--- config.mk ---
export PLATFORM = sky130hd
export DESIGN_NAME = fifo_wr_arbiter
export DESIGN_NICKNAME = d
export VERILOG_FILES = /design/src/rtl/fifo_wr_arbiter.sv
export SDC_FILE = /design/constraint.sdc
export NUM_CORES = 1
export LEC_CHECK = 0
export CORE_MARGIN = 2
export CORE_UTILIZATION = 32
export CTS_CLUSTER_DIAMETER = 100
export DETAILED_ROUTE_END_ITERATION = 12
export PLACE_DENSITY_LB_ADDON = 0.05
export SYNTH_ARGS = -nofsm -noshare
export SYNTH_HDL_FRONTEND = slang
export SYNTH_SLANG_ARGS = --single-unit
--- constraint.sdc ---
create_clock -name clk -period 1.6 [get_ports clk]
set_input_delay 0.4 -clock clk [delete_from_list [all_inputs] [get_ports clk]]
set_output_delay 0.4 -clock clk [all_outputs]
set_load 0.005 [all_outputs]
--- src/rtl/fifo_wr_arbiter.sv ---
// fifo_wr_arbiter
// Round-robin write arbiter that shares one FIFO write port among NUM_REQ
// producers. One producer is granted at a time, for a burst of up to BURST_LEN
// beats. A beat is written only while the FIFO reports wr_ready.
//
// Ports:
//   clk        - single clock, all state on posedge
//   reset      - synchronous, active-high reset
//   req_val    - per-requester data valid
//   req_data   - packed requester data, requester i at [i*DATA_WIDTH +: DATA_WIDTH]
//   req_ready  - per-requester accept (only the granted requester, gated by wr_ready)
//   wr_en      - FIFO write enable
//   wr_data    - FIFO write data
//   wr_ready   - FIFO not-full
//   grant_id   - currently granted requester (meaningful while busy=1)
//   busy       - high while a grant is active
//   beat_total - (FIFO_ARB_STATS_EN only) saturating 16-bit beat count per
//                requester, requester i at [i*16 +: 16]
//
// Optional feature macro: FIFO_ARB_STATS_EN adds the beat_total counters.
module fifo_wr_arbiter #(
  parameter int NUM_REQ    = 4,
  parameter int DATA_WIDTH = 8,
  parameter int BURST_LEN  = 4
) (
  input  logic                          clk,
  input  logic                          reset,
  input  logic [NUM_REQ-1:0]            req_val,
  input  logic [NUM_REQ*DATA_WIDTH-1:0] req_data,
  output logic [NUM_REQ-1:0]            req_ready,
  output logic                          wr_en,
  output logic [DATA_WIDTH-1:0]         wr_data,
  input  logic                          wr_ready,
  output logic [$clog2(NUM_REQ)-1:0]    grant_id,
  output logic                          busy
`ifdef FIFO_ARB_STATS_EN
  ,
  output logic [NUM_REQ*16-1:0]         beat_total
`endif
);

  localparam int IDW = $clog2(NUM_REQ);
  localparam int CW  = $clog2(BURST_LEN + 1);

  localparam logic [IDW:0]   NUM_REQ_W = (IDW + 1)'(NUM_REQ);
  localparam logic [IDW-1:0] LAST_ID   = IDW'(NUM_REQ - 1);
  localparam logic [CW-1:0]  LAST_BEAT = CW'(BURST_LEN - 1);

  typedef enum logic {
    IDLE  = 1'b0,
    GRANT = 1'b1
  } state_t;

  state_t           state_reg, state_next;
  logic [IDW-1:0]   grant_id_reg, grant_id_next;
  logic [IDW-1:0]   rr_ptr_reg, rr_ptr_next;
  logic [CW-1:0]    beat_cnt_reg, beat_cnt_next;

  logic [DATA_WIDTH-1:0] data_arr [NUM_REQ];
  logic [IDW-1:0]        cand_idx [NUM_REQ];
  logic [NUM_REQ-1:0]    cand_val;
  logic [IDW-1:0]        pick_idx;

  // Candidate k is requester (rr_ptr + k) mod NUM_REQ, so candidate 0 is the
  // highest-priority one for the next arbitration.
  generate
    for (genvar gi = 0; gi < NUM_REQ; gi++) begin : g_req
      logic [IDW:0] sum;
      assign data_arr[gi] = req_data[gi*DATA_WIDTH +: DATA_WIDTH];
      assign sum          = {1'b0, rr_ptr_reg} + (IDW + 1)'(gi);
      assign cand_idx[gi] = (sum >= NUM_REQ_W) ? IDW'(sum - NUM_REQ_W) : sum[IDW-1:0];
      assign cand_val[gi] = req_val[cand_idx[gi]];
    end
  endgenerate

  // Lowest-numbered valid candidate wins; scan downward so it is written last.
  always_comb begin
    pick_idx = rr_ptr_reg;
    for (int k = NUM_REQ - 1; k >= 0; k--) begin
      if (cand_val[k]) begin
        pick_idx = cand_idx[k];
      end
    end
  end

  always_ff @(posedge clk) begin
    if (reset) begin
      state_reg    <= IDLE;
      grant_id_reg <= '0;
      rr_ptr_reg   <= '0;
      beat_cnt_reg <= '0;
    end else begin
      state_reg    <= state_next;
      grant_id_reg <= grant_id_next;
      rr_ptr_reg   <= rr_ptr_next;
      beat_cnt_reg <= beat_cnt_next;
    end
  end

  always_comb begin
    state_next    = state_reg;
    grant_id_next = grant_id_reg;
    rr_ptr_next   = rr_ptr_reg;
    beat_cnt_next = beat_cnt_reg;
    req_ready     = '0;
    wr_en         = 1'b0;
    wr_data       = '0;
    busy          = 1'b0;

    case (state_reg)
      IDLE: begin
        if (|req_val) begin
          grant_id_next = pick_idx;
          beat_cnt_next = '0;
          state_next    = GRANT;
        end
      end

      GRANT: begin
        busy                    = 1'b1;
        req_ready[grant_id_reg] = wr_ready;
        wr_en                   = req_val[grant_id_reg] && wr_ready;
        wr_data                 = data_arr[grant_id_reg];
        // A producer dropping valid ends the burst immediately; otherwise the
        // burst ends on the beat that reaches BURST_LEN. A stall (wr_ready=0
        // with valid high) matches neither branch and simply holds.
        if (!req_val[grant_id_reg] || (wr_en && (beat_cnt_reg == LAST_BEAT))) begin
          state_next    = IDLE;
          beat_cnt_next = '0;
          rr_ptr_next   = (grant_id_reg == LAST_ID) ? '0 : grant_id_reg + 1'b1;
        end else if (wr_en) begin
          beat_cnt_next = beat_cnt_reg + 1'b1;
        end
      end

      default: begin
        state_next = IDLE;
      end
    endcase
  end

  assign grant_id = grant_id_reg;

`ifdef FIFO_ARB_STATS_EN
  generate
    for (genvar gi = 0; gi < NUM_REQ; gi++) begin : g_stats
      logic [15:0] cnt_reg;
      always_ff @(posedge clk) begin
        if (reset) begin
          cnt_reg <= '0;
        end else if (wr_en && (grant_id_reg == IDW'(gi)) && (cnt_reg != 16'hFFFF)) begin
          cnt_reg <= cnt_reg + 16'd1;
        end
      end
      assign beat_total[gi*16 +: 16] = cnt_reg;
    end
  endgenerate
`endif

endmodule

# After elaboration in Yosys (flattened, before gate mapping)
# Cells that the tools add are included.
[classes]
addsub = 9
order_cmp = 11
eq_ne = 4
muxes = 35
n_bitwise = 3
reduce_logical = 9
[op_table]
columns = ["op", "n"]
rows = [
  ["8-bit two-way mux", 3],
  ["2-bit two-way mux", 9],
  ["8-bit binary-select mux with 2-bit select", 1],
  ["2-bit by 3-bit less-than comparator with 1-bit output (second input constant)", 5],
  ["3-bit greater-or-equal comparator (second input constant)", 4],
  ["1-bit binary-select mux with 2-bit select", 5],
  ["1-bit two-way mux", 10],
  ["3-bit two-way mux", 3],
  ["2-bit by 1-bit subtractor with 2-bit output (second input constant)", 4],
  ["2-bit by 2-bit adder with 3-bit output (second input constant)", 2],
  ["3-bit case mux with 2 select lines", 1],
  ["2-bit AND reduction", 3],
  ["4-bit bitwise AND", 1],
  ["4-bit two-way mux", 1],
  ["4-bit OR reduction", 1],
  ["2-bit by 1-bit adder with 3-bit output (second input constant)", 1],
  ["3-bit by 1-bit adder with 3-bit output (second input constant)", 1],
  ["3-bit by 2-bit equality test with 1-bit output (second input constant)", 1],
  ["2-bit by 3-bit greater-or-equal comparator with 1-bit output (second input constant)", 1],
  ["1-bit logical AND", 3],
  ["3-bit by 1-bit != test with 1-bit output (second input constant)", 1],
  ["2-bit NOT with 3-bit output", 1],
  ["2-bit by 1-bit adder with 2-bit output (second input constant)", 1],
  ["1-bit demux with 2-bit select", 1],
  ["other kinds (7)", 7],
]
[totals]
register_bits = 8
input_bits = 39
output_inout_bits = 16
wordCells = 75

# Logic depth before layout (Yosys ltp)
# Gate-level depths: netlist of run 1.
[depth]
depth_word = 9
mapped_depth = 6
mapped_depth_nobuf = 6

# Least setup slack after synthesis of run 1
# No wires, ideal clock.
[synth_timing]
kind = "flip-flop to output port"
startpoint = "register grant_id_reg[0] (netlist: grant_id[0])"
endpoint = "output port wr_data[0]"
arrival_time_ns = 1.397
required_time_ns = 1.200
slack_ns = -0.197
stages_incl_launch_ff = 4
n_path_buf = 1
path_cell_list = "dfxtp_1 > buf_2 > mux4_2 > and2_1"
[synth_via]
elab_chain_cells = 5
[synth_lines]
columns = ["element", "line_no", "source"]
rows = [
  ["start: declaration", "55", "logic [IDW-1:0] grant_id_reg, grant_id_next;"],
  ["start signal: assignment", "94", "grant_id_reg <= grant_id_next;"],
  ["2-bit NOT with 3-bit output (not written as such)", "123", "wr_data = data_arr[grant_id_reg];"],
  ["8-bit binary-select mux with 2-bit select", "123", ""],
  ["8-bit two-way mux (not written as such) (2 in series)", "123", ""],
  ["8-bit two-way mux", "110", "case (state_reg)"],
  ["end: declaration", "32", "output logic [DATA_WIDTH-1:0] wr_data,"],
]
# No other way between the ends. The select of a mux whose other input is x is not followed.

# Worst setup path in the final report of run 1
[layout_timing]
startpoint = "input port req_val[0]"
endpoint = "output port wr_en"
[layout_via]
elab_chain_cells = 4
[layout_lines]
columns = ["element", "line_no", "source"]
rows = [
  ["start: declaration", "28", "input logic [NUM_REQ-1:0] req_val,"],
  ["1-bit binary-select mux with 2-bit select", "122", "wr_en = req_val[grant_id_reg] && wr_ready;"],
  ["1-bit two-way mux (not written as such)", "122", ""],
  ["1-bit logical AND", "122", ""],
  ["1-bit two-way mux", "110", ""],
  ["end: declaration", "31", "output logic wr_en,"],
]
# No other way between the ends. The select of a mux whose other input is x is not followed.

==> results.py, run 1 <==
metrics = {
    "routing": {
        "wl_um": 2770,
        "num_vias": 1013,
        "drc": 0,
        "initialDrtViolationCount": 4,
        "ant_nets": 0,
        "first_pass_iters": 4,
        "wl_per_cell_um": 13.8,
        "vias_per_cell": 5.04,
    },
    "outcome": {
        "violations": "setup timing",
        "status": "finished, violations left",
    },
    "timing": {
        "fin_skew_ns": 0.00897,
        "max-slew-margin-rel": 0.798,
        "hold_viol": 0,
        "tightestPinTransition_ns": 0.304,
        "period_needed_ns": 2.01,
        "setup_slack_ns": -0.412,
        "finalCritPeriodShare": 1.26,
        "rsz0062_at_grt": "true",
        "fmax_mhz": 497,
        "maxSlewViolCount": 0,
        "setup_viol_count_final": 19,
    },
    "clock_network": {
        "clk-insertion-delay-late_ns": 0.25,
        "cts_sinks": 8,
        "holdBufCountCts": 0,
        "numCtsBuffers": 3,
        "clockBufferDepth": 2,
        "tritoncts": "done",
        "cts-root-buf": "clkbuf_4",
        "path_clk_slew_ns": 0.05,
        "h-tree-depth": 1,
    },
    "layout": {
        "post-route-cell-area_mm2": 0.00169,
        "ff_latch_area_um2": 166,
        "final_cell_mix": "dlygate4sd2_1, buf_4, buf_6",
        "syn2layout_area_growth_pct": 108,
        "layout_commonest_cell": "dlygate4sd2_1",
        "diodes": 0,
        "fin_nets": 217,
        "largest_reg_flops": 3,
        "drive_gt1_frac": 0.444,
        "nFillCells": 212,
        "multi_input_area_um2": 684,
    },
    "floorplanning": {
        "fp.dieW_um": 54.5,
        "num_rows": 18,
        "initial_core_util": 0.332,
        "core_mm2": 0.00245,
        "die_h_um": 54.5,
        "io_pins": 55,
        "die_area_mm2": 0.00296,
    },
    "logic_synthesis": {
        "ys_seq_area_frac": 0.197,
        "synth_top_family_by_area": "multiplexers",
        "synth_compound_area_frac": 0.129,
        "synth_edf_count": 0,
        "synthAdderAreaFrac": 0.0922,
        "syn_nets": 132,
        "ys_warn_count": 0,
        "ys_ff_latch": 8,
        "syn-instance-count": 87,
        "synth_mux_area_frac": 0.306,
        "syn_area_um2": 815,
        "synth_xor_area_frac": 0,
        "synth_simple_gate_area_share": 0.229,
        "async_reset_ff_frac": 0,
        "synthDistinctLibCells": 31,
        "syn_avg_cell_area_um2": 9.36,
        "synth_ff_type": "dfxtp_1",
    },
    "global_routing": {
        "grt_pass1_wl_um": 3900,
        "grt_remaining_overflow": 0,
        "grtUsageTotal": 0.185,
        "grt_pass1_vias": 919,
        "grt_max_degree": 12,
        "antenna_found_initial": 0,
    },
    "worst_hold_path": {
        "hold_start": "beat_cnt_reg[1]$_SDFFE_PP0P_",
        "holdPathStages": 2,
        "min_to": "beat_cnt_reg[1]$_SDFFE_PP0P_",
        "worstHoldPathType": "flop to flop",
    },
    "placement": {
        "io_buffers": 54,
        "place.gp.congestion": 0.784,
        "hpwl_um": 1910,
        "pre_cts_ws_ns": -0.763,
        "post_dp_cell_area_mm2": 0.00150,
    },
    "worst_setup_path": {
        "cp.arrival_ns": 1.61,
        "path_cells": "clkdlybuf4s50_1 -> mux4_2 -> and3_4 -> buf_6",
        "worst_path_max_delay_cell": "mux4_2",
        "startpoint_type": "input pin",
        "cpLargestDelayFamily": "buffers and inverters",
        "cp.buffers_inverters": 2,
        "r2r-end": "beat_cnt_reg[0]$_SDFFE_PP0P_",
        "ff2ff_path_depth": 9,
        "reg2reg_from": "grant_id[0]$_SDFFE_PP0P_",
        "required_ns": 1.20,
        "critPathKind": "input pin to output port",
        "cp_max_fo": 2,
        "reg2reg_slack_ns": -0.39,
        "endpoint_kind": "output port",
        "max_stage_delay_ns": 0.49,
    },
    "power": {
        "power.density_mw_per_mm2": 512,
        "p_leak_uw": 0.000807,
        "ir_worst_vdd_v": 0.000568,
    },
    "flow_run": {
        "max-cap-violations": 0,
    },
}
[Yosys cell counts, types with 2 or more instances]
master    count  share of area
and2_1        8          0.061
dfxtp_1       8           0.20
mux4_2        8           0.22
nor2_1        8          0.037
ha_1          6          0.092
a21oi_1       5          0.031
and3_1        5          0.038
inv_1         5          0.023
o21ai_0       4          0.025
clkbuf_1      3          0.014
nor2b_1       3          0.023
mux2_2        2          0.028
mux2i_1       2          0.025
nand2_1       2         0.0092
nand2b_1      2          0.015
[stage by stage]
| stage | TNS (ns) | std cells | hold slack (ns) | util | total power [uW] |
|---|---|---|---|---|---|
| after global routing | -6.97 | 201 | 0.519 | 0.690 | 921 |
| after floorplan | 0 | 87 | 0.456 | - | 401 |
| after global placement | -10.65 | 182 | 0.474 | 0.610 | 623 |
| after CTS | -5.16 | 197 | 0.489 | 0.655 | 833 |
| final | -6.01 | 201 | 0.482 | 0.690 | 867 |
| after detailed placement | -10.77 | 182 | 0.480 | 0.610 | 631 |
[cells by family (layout without fill, tap and decap cells)]
| kind of cell | after synthesis | count (layout) |
|---|---|---|
| AOI/OAI and AO/OA | 16 | 16 |
| DFF | 8 | 8 |
| muxes | 13 | 13 |
| adders and majority gates | 6 | 6 |
| buffers and inverters | 10 | 94 |
| and+or+nand+nor | 34 | 34 |
[how the worst max path moves through the flow]
stage | from | to | slack [ns] | depth (start not counted)
after global routing | grant_id[0]$_SDFFE_PP0P_ | wr_en | -0.45 | 5
after global placement | req_val[2] | wr_en | -0.76 | 4
after CTS | grant_id[0]$_SDFFE_PP0P_ | wr_en | -0.41 | 5
final | req_val[0] | wr_en | -0.41 | 4
after floorplan | grant_id[0]$_SDFFE_PP0P_ | wr_data[0] | 0.02 | 3
after detailed placement | req_val[3] | wr_en | -0.76 | 4
[tightest hold or removal path, delay by kind of cell (launching register included)]
| family | cells | cell delay (ns) |
|---|---|---|
| DFF | 1 | 0.31 |
| and+or+nand+nor | 1 | 0.06 |
| muxes | 1 | 0.06 |
[final cells by class]
class	instances	area share
inverter	5	0.0111
clock buffer	4	0.0155
timing repair buffer	85	0.449
multi-input combinational	69	0.404
tap	30	0.0222
sequential	8	0.0983
[power by group]
group          switching [uW]  internal (uW)
combinational             169            302
clock                    72.1           95.6
sequential               13.6            215
total                     255            612
[layer usage]
layer,share of wire,GRT usage,wire (um),vias up
li1,-,-,-,490
met1,0.35,0.183,970,459
met2,0.51,0.376,1420,56
met3,0.13,0.0437,358,8
met4,0.0083,0.0500,23,0
met5,0,0,0,-
[what timing repair did]
action | CTS | global route
setup buffers | 10 | 6
gates cloned | 1 | 0
resized for setup | 104 | 20
endpoints found under the setup margin | 22 | 21
pin swaps | 11 | 4
Note: power is estimated with default switching activity, not from simulation.
==> inputs of run 2 (changes only) <==
CORE_UTILIZATION = 35   (was 32)
clock period = 2.3 ns   (was 1.6 ns; I/O delays follow)
==> run 2 against run 1 <==
The flow now finishes without violations. Hold slack improved by 0.011 ns. Register-to-register slack improved by 0.96 ns. Clock power fell by 36%. Setup slack improved by 0.43 ns. Via count fell by 10%. Clock-buffer cell count fell by 1. Critical path depth did not move. Sequential cell count did not move. Cell count fell by 10%. Largest power group unchanged. Highest routed layer unchanged.
==> results.py, run 2 (synthesis gave the netlist of run 1 again) <==
metrics = {
    "outcome": {
        "status": "finished clean",
    },
    "global_routing": {
        "grt_max_degree": 15,
        "grt_remaining_overflow": 0,
        "antenna_found_initial": 0,
        "grt_pass1_wl_um": 3880,
        "grtUsageTotal": 0.193,
        "grt_pass1_vias": 906,
    },
    "worst_setup_path": {
        "required_ns": 1.73,
        "cp-startpoint": "req_data[18]",
        "cp.buffers_inverters": 2,
        "startpoint_type": "input pin",
        "reg2reg_slack_ns": 0.57,
        "setup.worst_path.end": "wr_data[2]",
        "cp_max_fo": 1,
        "worst_path_max_delay_cell": "mux4_2",
        "endpoint_kind": "output port",
        "path_cells": "clkdlybuf4s50_1 -> mux4_2 -> and2_4 -> buf_2",
        "ff2ff_path_depth": 6,
        "cpLargestDelayFamily": "buffers and inverters",
        "max_stage_delay_ns": 0.46,
        "reg2reg_from": "grant_id[0]$_SDFFE_PP0P_",
        "r2r-end": "beat_cnt_reg[2]$_SDFFE_PP0P_",
        "critPathKind": "input pin to output port",
        "worst-path-stages": 4,
        "cp.arrival_ns": 1.71,
    },
    "power": {
        "p_sw_frac": 0.284,
        "total_power_uw": 547,
        "power_switching_uw": 155,
        "combPwrFrac": 0.509,
        "p_leak_uw": 0.000790,
        "seqPwrFrac": 0.296,
        "power.density_mw_per_mm2": 352,
        "p_clk_frac": 0.195,
        "intPower_uw": 391,
        "ir_worst_vdd_v": 0.000340,
    },
    "timing": {
        "hold_viol": 0,
        "tightestPinTransition_ns": 0.407,
        "finalCritPeriodShare": 0.993,
        "setup_viol_count_final": 0,
        "fmax_mhz": 438,
        "fin_skew_ns": 0.000760,
        "period_needed_ns": 2.28,
        "max-slew-margin-rel": 0.729,
        "maxSlewViolCount": 0,
    },
    "placement": {
        "place.gp.congestion": 0.716,
        "dp.cells": 178,
        "hpwl_um": 2090,
        "io_buffers": 54,
    },
    "layout": {
        "diodes": 0,
        "instances_no_fill": 181,
        "final_cell_mix": "dlymetal6s2s_1, clkdlybuf4s50_1, buf_4",
        "largest_reg_flops": 3,
        "fin_nets": 200,
        "drive_gt1_frac": 0.314,
        "final_util": 0.702,
        "syn2layout_area_growth_pct": 90.6,
        "nFillCells": 197,
    },
    "routing": {
        "wl_per_cell_um": 14.1,
        "initialDrtViolationCount": 8,
        "drc": 0,
        "ant_nets": 0,
        "num_vias": 910,
        "first_pass_iters": 4,
        "wl_um": 2550,
        "vias_per_cell": 5.03,
    },
    "clock_network": {
        "clockBufferDepth": 2,
        "tritoncts": "done",
        "clk-insertion-delay-late_ns": 0.25,
        "cts-root-buf": "clkbuf_4",
        "path_clk_slew_ns": 0.05,
        "h-tree-depth": 1,
        "numCtsBuffers": 3,
        "cts_sinks": 8,
        "holdBufCountCts": 0,
    },
    "floorplanning": {
        "fp.dieW_um": 52.2,
        "die_area_mm2": 0.00273,
        "die_h_um": 52.2,
        "core_mm2": 0.00221,
        "num_rows": 17,
        "initial_core_util": 0.368,
        "io_pins": 55,
    },
    "worst_hold_path": {
        "worstHoldPathType": "flop to flop",
    },
    "flow_run": {
        "max-cap-violations": 0,
    },
}
==> run 2: changes by cell type in the layout (fill, tap and decap cells not counted), moves of 3 or more <==
cell,change
buf_4,-6
dlymetal6s2s_1,+12
and2_1,-3
buf_2,-7
buf_6,-9
and2_4,+3
dlygate4sd2_1,-13
clkdlybuf4s50_1,+6
==> run 2: what timing repair did <==
| action | CTS | global route |
|---|---|---|
| gates resized for setup | 49 | 28 |
| setup endpoints to repair | 13 | 11 |
| buffers inserted | 0 | 0 |
| pin swaps | 1 | 0 |
==> run 2: tightest hold or removal path, cell delays in order, from the launching register on <==
cell      delay [ns]
dfxtp_1         0.31
nand2b_1        0.07
mux2i_1         0.06
==> run 2: cell type report <==
class / instances / area, um^2 / share of cell area
Timing Repair Buffer: 68 / 686 / 0.442
Multi-Input combinational cell: 69 / 629 / 0.405
Sequential cell: 8 / 161 / 0.104
Tap cell: 28 / 35.0 / 0.0226
Clock buffer: 3 / 22.5 / 0.0145
Inverter: 5 / 18.8 / 0.0121
==> run 2: through the flow <==
stage | hold WS [ns] | area, um^2 | TNS, ns | setup slack, ns
global placement | 0.470 | 1490 | -2.98 | -0.402
CTS | 0.504 | 1480 | -0.0809 | -0.0809
finish | 0.493 | 1550 | 0 | 0.0171
global route | 0.534 | 1550 | -0.00225 | -0.00193
floorplan | 0.456 | 815 | 0 | 0.328
detailed placement | 0.500 | 1490 | -3.35 | -0.429
==> run 2: worst min-delay path by stage <==
stage,start,end,cells after the start,slack [ns]
final,beat_cnt_reg[1]$_SDFFE_PP0P_,beat_cnt_reg[1]$_SDFFE_PP0P_,2,0.49
after global routing,beat_cnt_reg[1]$_SDFFE_PP0P_,beat_cnt_reg[1]$_SDFFE_PP0P_,2,0.53
after CTS,beat_cnt_reg[1]$_SDFFE_PP0P_,beat_cnt_reg[1]$_SDFFE_PP0P_,2,0.50
after detailed placement,beat_cnt_reg[1]$_SDFFE_PP0P_,beat_cnt_reg[1]$_SDFFE_PP0P_,2,0.50
after global placement,beat_cnt_reg[1]$_SDFFE_PP0P_,beat_cnt_reg[1]$_SDFFE_PP0P_,2,0.47
after floorplan,beat_cnt_reg[1]$_SDFFE_PP0P_,beat_cnt_reg[1]$_SDFFE_PP0P_,2,0.46
==> run 2: power groups by stage <==
stage               clock, uW  combinational, uW  sequential (uW)
floorplan                   0                115              161
global placement            0                271              163
detailed placement          0                280              164
CTS                       111                269              161
global route              116                302              164
finish                    107                278              162
==> run 2: metal layers <==
| metal | wire [um] | vias to the layer above | GRT usage |
|---|---|---|---|
| li1 | - | 452 | - |
| met1 | 985 | 418 | 0.204 |
| met2 | 1220 | 36 | 0.352 |
| met3 | 306 | 4 | 0.0543 |
| met4 | 35 | 0 | 0.0897 |
| met5 | 0 | - | 0 |
